### src/rtl/sseg_scanner.sv
// sseg_scanner: four-digit multiplexed seven-segment driver.
// Captures the counter nibbles once per frame, scans them onto the shared
// active-low segment bus with leading-zero blanking, per-digit decimal
// points and 8-level PWM brightness. All outputs leave from flops.
module sseg_scanner #(
   parameter int DIGIT_CYCLES = 16384
) (
   input  logic        clk,
   input  logic        reset_n,
   input  logic [15:0] digits,
   input  logic [3:0]  dp,
   input  logic        blank_lz,
   input  logic [2:0]  brightness,
   output logic [6:0]  sseg,
   output logic        dp_n,
   output logic [7:0]  AN,
   output logic        frame_tick
);

   localparam int CW = (DIGIT_CYCLES > 8) ? $clog2(DIGIT_CYCLES) : 3;
   localparam int PHASE_DIV = DIGIT_CYCLES / 8;
   localparam logic [CW-1:0] CNT_LAST    = CW'(DIGIT_CYCLES - 1);
   localparam logic [CW-1:0] PHASE_DIV_W = CW'(PHASE_DIV);

   logic [CW-1:0] cnt;
   logic [1:0]    sel;
   logic          frame_end;

   logic [15:0]   sh_digits;
   logic [3:0]    sh_dp;
   logic          sh_blank_lz;
   logic [2:0]    sh_brightness;

   logic [CW-1:0] phase;
   logic [3:0]    nib;
   logic [3:0]    nib_zero;
   logic          blank;
   logic          lit;
   logic [7:0]    an_next;
   logic [6:0]    sseg_next;
   logic          dp_n_next;

   // Full hex decode, active-low, bit order g..a.
   function automatic logic [6:0] hex_to_seg(input logic [3:0] v);
      case (v)
         4'h0: hex_to_seg = 7'b1000000;
         4'h1: hex_to_seg = 7'b1111001;
         4'h2: hex_to_seg = 7'b0100100;
         4'h3: hex_to_seg = 7'b0110000;
         4'h4: hex_to_seg = 7'b0011001;
         4'h5: hex_to_seg = 7'b0010010;
         4'h6: hex_to_seg = 7'b0000010;
         4'h7: hex_to_seg = 7'b1111000;
         4'h8: hex_to_seg = 7'b0000000;
         4'h9: hex_to_seg = 7'b0010000;
         4'hA: hex_to_seg = 7'b0001000;
         4'hB: hex_to_seg = 7'b0000011;
         4'hC: hex_to_seg = 7'b1000110;
         4'hD: hex_to_seg = 7'b0100001;
         4'hE: hex_to_seg = 7'b0000110;
         default: hex_to_seg = 7'b0001110;
      endcase
   endfunction

   assign frame_end = (sel == 2'd3) && (cnt == CNT_LAST);

   // Slot counter and digit selector; selector steps when the slot wraps.
   always_ff @(posedge clk or negedge reset_n) begin
      if (!reset_n) begin
         cnt <= '0;
         sel <= 2'd0;
      end else if (cnt == CNT_LAST) begin
         cnt <= '0;
         sel <= sel + 2'd1;
      end else begin
         cnt <= cnt + CW'(1);
      end
   end

   // Shadow capture on the last cycle of a frame so a frame never tears.
   always_ff @(posedge clk or negedge reset_n) begin
      if (!reset_n) begin
         sh_digits     <= 16'h0000;
         sh_dp         <= 4'h0;
         sh_blank_lz   <= 1'b0;
         sh_brightness <= 3'd0;
      end else if (frame_end) begin
         sh_digits     <= digits;
         sh_dp         <= dp;
         sh_blank_lz   <= blank_lz;
         sh_brightness <= brightness;
      end
   end

   // Select the active nibble and decide blanking / PWM for this cycle.
   always_comb begin
      phase = cnt / PHASE_DIV_W;
      for (int i = 0; i < 4; i++) begin
         nib_zero[i] = (sh_digits[4*i +: 4] == 4'h0);
      end
      nib   = sh_digits[3:0];
      blank = 1'b0;
      case (sel)
         2'd0: begin
            nib   = sh_digits[3:0];
            blank = 1'b0;
         end
         2'd1: begin
            nib   = sh_digits[7:4];
            blank = sh_blank_lz & nib_zero[1] & nib_zero[2] & nib_zero[3];
         end
         2'd2: begin
            nib   = sh_digits[11:8];
            blank = sh_blank_lz & nib_zero[2] & nib_zero[3];
         end
         default: begin
            nib   = sh_digits[15:12];
            blank = sh_blank_lz & nib_zero[3];
         end
      endcase
      lit = !blank && (phase <= CW'(sh_brightness));
      an_next   = 8'hFF;
      sseg_next = 7'h7F;
      dp_n_next = 1'b1;
      if (lit) begin
         an_next   = ~(8'h01 << sel);
         sseg_next = hex_to_seg(nib);
         dp_n_next = ~sh_dp[sel];
      end
   end

   // Output registers: a single edge moves the anode, so no multi-anode glitch.
   always_ff @(posedge clk or negedge reset_n) begin
      if (!reset_n) begin
         AN         <= 8'hFF;
         sseg       <= 7'h7F;
         dp_n       <= 1'b1;
         frame_tick <= 1'b0;
      end else begin
         AN         <= an_next;
         sseg       <= sseg_next;
         dp_n       <= dp_n_next;
         frame_tick <= frame_end;
      end
   end

endmodule

### config.mk
export PLATFORM = sky130hd
export DESIGN_NAME = sseg_scanner
export DESIGN_NICKNAME = d
export VERILOG_FILES = /design/src/rtl/sseg_scanner.sv
export SDC_FILE = /design/constraint.sdc
export NUM_CORES = 1
export LEC_CHECK = 0
export BUFFER_PORTS_ARGS = -buffer_cell sky130_fd_sc_hd__buf_4
export CORE_ASPECT_RATIO = 0.9
export CORE_UTILIZATION = 55
export CTS_CLUSTER_DIAMETER = 30
export DETAILED_ROUTE_END_ITERATION = 10
export GPL_TIMING_DRIVEN = 0
export PLACE_DENSITY = 0.78
export SYNTH_ARGS = -nofsm -noshare
export SYNTH_HDL_FRONTEND = slang
export SYNTH_SLANG_ARGS = --single-unit
### constraint.sdc
create_clock -name clk -period 6.7 [get_ports clk]
set_clock_uncertainty 0.15 [all_clocks]
set_input_delay 0.67 -clock clk [delete_from_list [all_inputs] [get_ports clk]]
set_output_delay 0.67 -clock clk [all_outputs]
set_load 0.005 [all_outputs]
==> out/metrics.csv, run 1 <==
stage;metric;value;unit
timing;timing.final.setup_violations;0;
worst_setup_path;cp.arrival;2.98;ns
yosys;ys.warnings.count;0;
yosys;async_reset_ff_frac;1.00;
worst_setup_path;cp-end-kind;flip-flop;
yosys;syn_inst;210;
cts;cts_setup_buffers;0;
cts;cts_buffers;5;
power;cellLeakagePower;1.49;nW
yosys;synth_edf_count;0;
yosys;ys_types;37;
worst_setup_path;crit_chain;inv_1 > ha_1 > a222oi_1 > nand2_1 > o21ai_0 > inv_1 > ha_1 > mux2_2 > mux2i_1 > nand2_1;
cts;cts_hold_buf;0;
timing;max_slew_margin;0.468;
global_route;overflow;0;
placement;gp_congestion;0.841;
final_layout;final_core_util;0.689;
cts;cts-root-buf;clkbuf_8;
min_path;hp-class;in2async;
power;pwr-share-seq;0.549;
global_route;antenna_found_initial;0;
routing;drcViolationCount;0;
global_route;grt_pass1_wl;7480;µm
worst_setup_path;crit_required;6.77;ns
routing;drt_wl_total;4640;µm
routing;wl_per_cell;14.4;µm
timing;max_freq;344;MHz
cts;cts-resized-gates;0;
final_layout;nFillCells;342;
cts;clockBufferDepth;2;
power;powerDensity;202;nW/µm²
yosys;synth_ff_type;dfrtp_1;
worst_setup_path;path_max_fanout;7;
worst_setup_path;slowest_delay;0.44;ns
power;p_switching;0.000133;W
die;die_h;67.2;µm
yosys;avgSynthCellArea;12.4;µm²
timing;slew_viol_final;0;
yosys;yosysSeqAreaShare;0.516;
timing;fin_crit_sh;0.433;
worst_setup_path;timing.rr.start;sel[0];
global_route;grt_pass1_vias;1571;
run_status;status;finished, final reports clean;
routing;drt-vias-per-instance;5.35;
placement;port_buffers;38;
timing;grt_setup_unrepaired;no;
global_route;grt_max_degree;54;
power;pwr-share-comb;0.094;
final_layout;antenna_cells;0;
final_layout;area_delta_synth_final;18.9;%
cts;path_clk_slew;0.09;ns
die;boundaryPins;43;
yosys;synth_area;2600;µm²
cts;clock_latency;0.30;ns
routing;postRouteAntennaNets;0;
timing;finalCriticalPeriod;2.90;ns
final_layout;layout-drive-gt1-share;0.378;
worst_setup_path;startpoint_type;flip-flop;
flow_run;maxCapViolations;0;
worst_setup_path;cp.buffers_inverters;2;
die;die_w;74.5;µm
final_layout;seqCellArea;1340;µm²
die;num_rows;23;
worst_setup_path;crit_family;compound AO/OA/AOI/OAI gates;
yosys;ys_ff_latch;53;
timing;hold_viol;0;
worst_setup_path;crit_type;reg2reg;
power;p_clk_frac;0.357;
power;netSwitchingFraction;0.212;
power;ir_worst_vdd;0.165;mV
routing;dr.pass1.iters;4;
die;coreArea;4490;µm²
routing;drt_iter0_drc;109;
cts;clock_sinks;53;
routing;vias;1717;
final_layout;multi_input_area;1150;µm²
placement;dpl.hpwl;3320;µm
timing;tns;0;ns
power;p_int;0.000492;W
cts;cts.htree.levels;2;
final_layout;final_nets;298;
cts;cts_tree;yes;
die;start_util;0.579;
global_route;grt_usage;0.202;
timing;worst_pin_slew;0.790;ns
worst_setup_path;critPathLaunch;sel[0];
worst_setup_path;slowest_stage;a222oi_1;
die;die_area;5010;µm²
[Yosys cell counts (2+ instances only)]
library cell | count | area share
a222oi_1 | 4 | 0.015
buf_4 | 4 | 0.012
nand2_2 | 2 | 0.0048
ha_1 | 14 | 0.067
and3_1 | 3 | 0.0072
nand2_1 | 16 | 0.023
a21oi_1 | 5 | 0.0096
mux2i_1 | 3 | 0.012
nand2b_1 | 2 | 0.0048
o21ai_0 | 7 | 0.013
nand3_1 | 8 | 0.015
xnor2_1 | 8 | 0.027
nand3b_1 | 2 | 0.0058
inv_1 | 12 | 0.017
xor2_1 | 3 | 0.010
mux2_2 | 8 | 0.035
buf_2 | 3 | 0.0058
nor2_1 | 10 | 0.014
buf_6 | 2 | 0.0087
dfstp_2 | 12 | 0.12
dfrtp_1 | 41 | 0.39
nor4_1 | 3 | 0.0072
mux2_4 | 19 | 0.11
nor2b_1 | 5 | 0.012
o211ai_1 | 2 | 0.0058
[state kept, by name, indices dropped and copies added, names as in the netlist]
signal,flops
AN,4
cnt,14
dp_n,1
frame_tick,1
sel,2
sh_blank_lz,1
sh_brightness,3
sh_digits,16
sh_dp,4
sseg,7
[stage by stage]
stage                     total power, W  instance area, µm²  hold slack [ns]  instances  setup slack (ns)
final                           0.000625                3090            0.244        321              3.80
after floorplan                 0.000376                2610            0.224        213              4.29
after global routing            0.000648                3090            0.289        321              3.57
after global placement          0.000406                2980            0.318        313              3.94
after CTS                       0.000628                3090            0.257        321              3.85
after detailed placement        0.000408                2980            0.316        313              3.86
[path summary, 6_finish.rpt]
path,slack (ns),to,cells after the start
max,3.80,sseg[3],10
min,0.24,cnt[0],1
max reg2reg,3.80,sseg[3],10
min reg2reg,0.33,cnt[8],1
max in group asynchronous,5.73,cnt[3],1
min in group clk,0.33,cnt[8],1
[routing by layer]
metal,wire length [µm],share of wire,global-route usage,vias to the layer above
li1,-,-,-,817
met1,2160,0.46,0.282,836
met2,2230,0.48,0.321,59
met3,225,0.049,0.0358,5
met4,28,0.0060,0.0637,0
met5,0,0,0,-
[power groups by stage]
stage                     registers (W)  clock network [W]  logic [W]
final                          0.000343           0.000223  0.0000590
after global routing           0.000344           0.000238  0.0000656
after CTS                      0.000343           0.000226  0.0000595
after detailed placement       0.000349                  0  0.0000594
after global placement         0.000348                  0  0.0000575
after floorplan                0.000347                  0  0.0000288
[layout by cell type (no fill, tap or decap), drive strengths merged, types with 2 or more instances in the layout]
cell type and count:
a21oi 5, a222oi 4, and3 3, buf 47
clkbuf 8, conb 4, dfrtp 41, dfstp 12
ha 14, inv 12, mux2 27, mux2i 3
nand2 18, nand2b 2, nand3 8, nand3b 2
nor2 10, nor2b 5, nor4 4, o211ai 2
o21ai 7, xnor2 8, xor2 3
[cell type report]
type                    instances  area share
flip-flops and latches         53       0.434
multi-input cells             138       0.374
repair buffers                 38      0.0923
clock buffers                   7      0.0279
well taps                      62      0.0251
plain buffers                  10      0.0231
inverters                      12      0.0146
clock inverters                 1     0.00971
[logic make-up (layout without fill, tap and decap cells)]
logic type               after synthesis  count (layout)  share of synthesized area
flip-flops                            53              53                      0.516
XOR/XNOR                              11              11                     0.0370
other                                  1               4                    0.00144
buffers and inverters                 22              68                     0.0447
AO/OA/AOI/OAI                         23              23                     0.0601
adder cells (fa/ha/maj)               14              14                     0.0673
AND/OR/NAND/NOR                       55              55                      0.109
multiplexers                          31              31                      0.165
(Power assumes the default switching activity.)
==> run 2: changes to the inputs <==
==> constraint.sdc (replaced) <==
create_clock -name clk -period 2.7 [get_ports clk]
set_clock_uncertainty 0.15 [all_clocks]
set_input_delay 0.27 -clock clk [delete_from_list [all_inputs] [get_ports clk]]
set_output_delay 0.27 -clock clk [all_outputs]
set_load 0.005 [all_outputs]
==> out/metrics.csv, run 2 (same netlist as run 1, synthesis figures left out) <==
stage;metric;value;unit
die;die_h;67.2;µm
placement;port_buffers;38;
final_layout;final_common_cell;buf_4;
worst_setup_path;timing.rr.end;sseg[3];
die;die_w;74.5;µm
min_path;hp-class;in2reg;
timing;hold_viol;0;
final_layout;area_delta_synth_final;20.2;%
run_status;status;finished, final reports clean;
cts;cts_setup_buffers;0;
worst_setup_path;endpoint;sseg[3];
worst_setup_path;cp.arrival;2.61;ns
power;powerDensity;497;nW/µm²
global_route;grt_pass1_vias;1573;
timing;tns;0;ns
routing;drt-met1-wl;2170;µm
routing;drt-vias-per-instance;5.32;
timing;fin_crit_sh;0.939;
die;boundaryPins;43;
die;coreArea;4490;µm²
min_path;worst_hold_path.num_cells;2;
worst_setup_path;crit_required;2.77;ns
timing;max_slew_margin;0.577;
timing;grt_setup_unrepaired;no;
cts;path_clk_slew;0.09;ns
routing;wl_per_cell;14.4;µm
cts;cts_tree;yes;
final_layout;top_register;sh_digits;
routing;routed.top_layer;met4;
routing;postRouteAntennaNets;0;
cts;clock_latency;0.30;ns
cts;cts_buffers;5;
cts;cts.htree.levels;2;
timing;finalCriticalPeriod;2.54;ns
worst_setup_path;crit_type;reg2reg;
final_layout;final_nets;299;
worst_setup_path;rr_worst_depth;10;
worst_setup_path;cp-end-kind;flip-flop;
cts;clockBufferDepth;2;
timing;slew_viol_final;0;
final_layout;largest_reg_flops;16;
cts;cts-root-buf;clkbuf_8;
global_route;grt_usage;0.201;
timing;max_freq;394;MHz
worst_setup_path;timing.rr.start;sel[0];
routing;drt_wl_total;4640;µm
global_route;grt_pass1_wl;7470;µm
placement;place_area;2980;µm²
worst_setup_path;path_max_fanout;7;
final_layout;stdcell_area;3130;µm²
final_layout;instances_no_fill;322;
final_layout;layout-drive-gt1-share;0.400;
routing;detailroute.wirelength.met3;168;µm
worst_setup_path;r2r_setup_slack;0.16;ns
placement;place_ws;-0.144;ns
routing;vias;1712;
global_route;antenna_found_initial;0;
placement;placedCellCount;313;
timing;worst_pin_slew;0.634;ns
worst_setup_path;startpoint_type;flip-flop;
die;num_rows;23;
global_route;grt_max_degree;54;
flow_run;maxCapViolations;0;
die;start_util;0.579;
die;die_area;5010;µm²
placement;dpl.hpwl;3320;µm
routing;drcViolationCount;0;
routing;drt_iter0_drc;74;
timing;fin_ws;0.165;ns
placement;gp_congestion;0.841;
final_layout;top_regs;sh_digits: 16 flops, cnt: 14 flops, sseg: 7 flops;
power;cellLeakagePower;1.49;nW
final_layout;antenna_cells;0;
power;ir_worst_vdd;0.416;mV
global_route;overflow;0;
cts;clock_sinks;53;
final_layout;mostFrequentLayoutCells;42 x buf_4, 40 x dfrtp_1, 19 x mux2_4;
worst_setup_path;critPathLaunch;sel[0];
routing;dr.pass1.iters;7;
routing;dr_wl_met2;2250;µm
timing;timing.final.setup_violations;0;
run 2: what timing repair did:
item,CTS,global route
resized for setup,2,6
endpoints found under the hold margin,41,0
gates cloned,0,0
hold buffers,1,0
pin swaps,0,2
setup endpoints to repair,2,3
run 2: power by group:
part | internal (W) | switching (W)
logic | 0.0000873 | 0.0000619
registers | 0.000833 | 0.0000180
clock network | 0.000303 | 0.000252
run 2: layout make-up:
| type | count | area, µm² |
|---|---|---|
| inverters | 12 | 45.0 |
| fillers | 342 | 1360 |
| repair buffers | 39 | 295 |
| well taps | 62 | 77.6 |
| clock buffers | 7 | 86.3 |
| clock inverters | 1 | 30.0 |
| multi-input cells | 138 | 1180 |
| flip-flops and latches | 53 | 1340 |
| plain buffers | 10 | 71.3 |
run 2: through the flow:
step | power, W | util | hold slack, ns
floorplan | 0.000933 | - | -0.176
global placement | 0.00101 | 0.663 | 0.187
detailed placement | 0.00101 | 0.663 | 0.191
CTS | 0.00156 | 0.692 | 0.0326
global route | 0.00161 | 0.696 | 0.0333
finish | 0.00155 | 0.696 | 0.0380
run 2: worst max-delay path: stages (launching register included):
cell      delay (ns)
dfrtp_2         0.41
inv_1           0.10
ha_2            0.24
a222oi_1        0.43
nand2_1         0.16
o21ai_4         0.14
inv_1           0.12
ha_2            0.22
mux2_2          0.28
mux2i_1         0.16
nand2_1         0.07
run 2: how the worst min path moves through the flow:
stage | from | endpoint | slack [ns]
floorplan | reset_n | cnt[0] | -0.18
global placement | reset_n | sh_dp[0] | 0.19
detailed placement | reset_n | cnt[0] | 0.19
CTS | digits[12] | sh_digits[12] | 0.03
global route | digits[14] | sh_digits[14] | 0.03
finish | digits[12] | sh_digits[12] | 0.04
run 2: routing by layer:
layer | track usage | vias to the layer above
li1 | - | 819
met1 | 0.282 | 838
met2 | 0.320 | 48
met3 | 0.0358 | 7
met4 | 0.0637 | 0
met5 | 0 | -
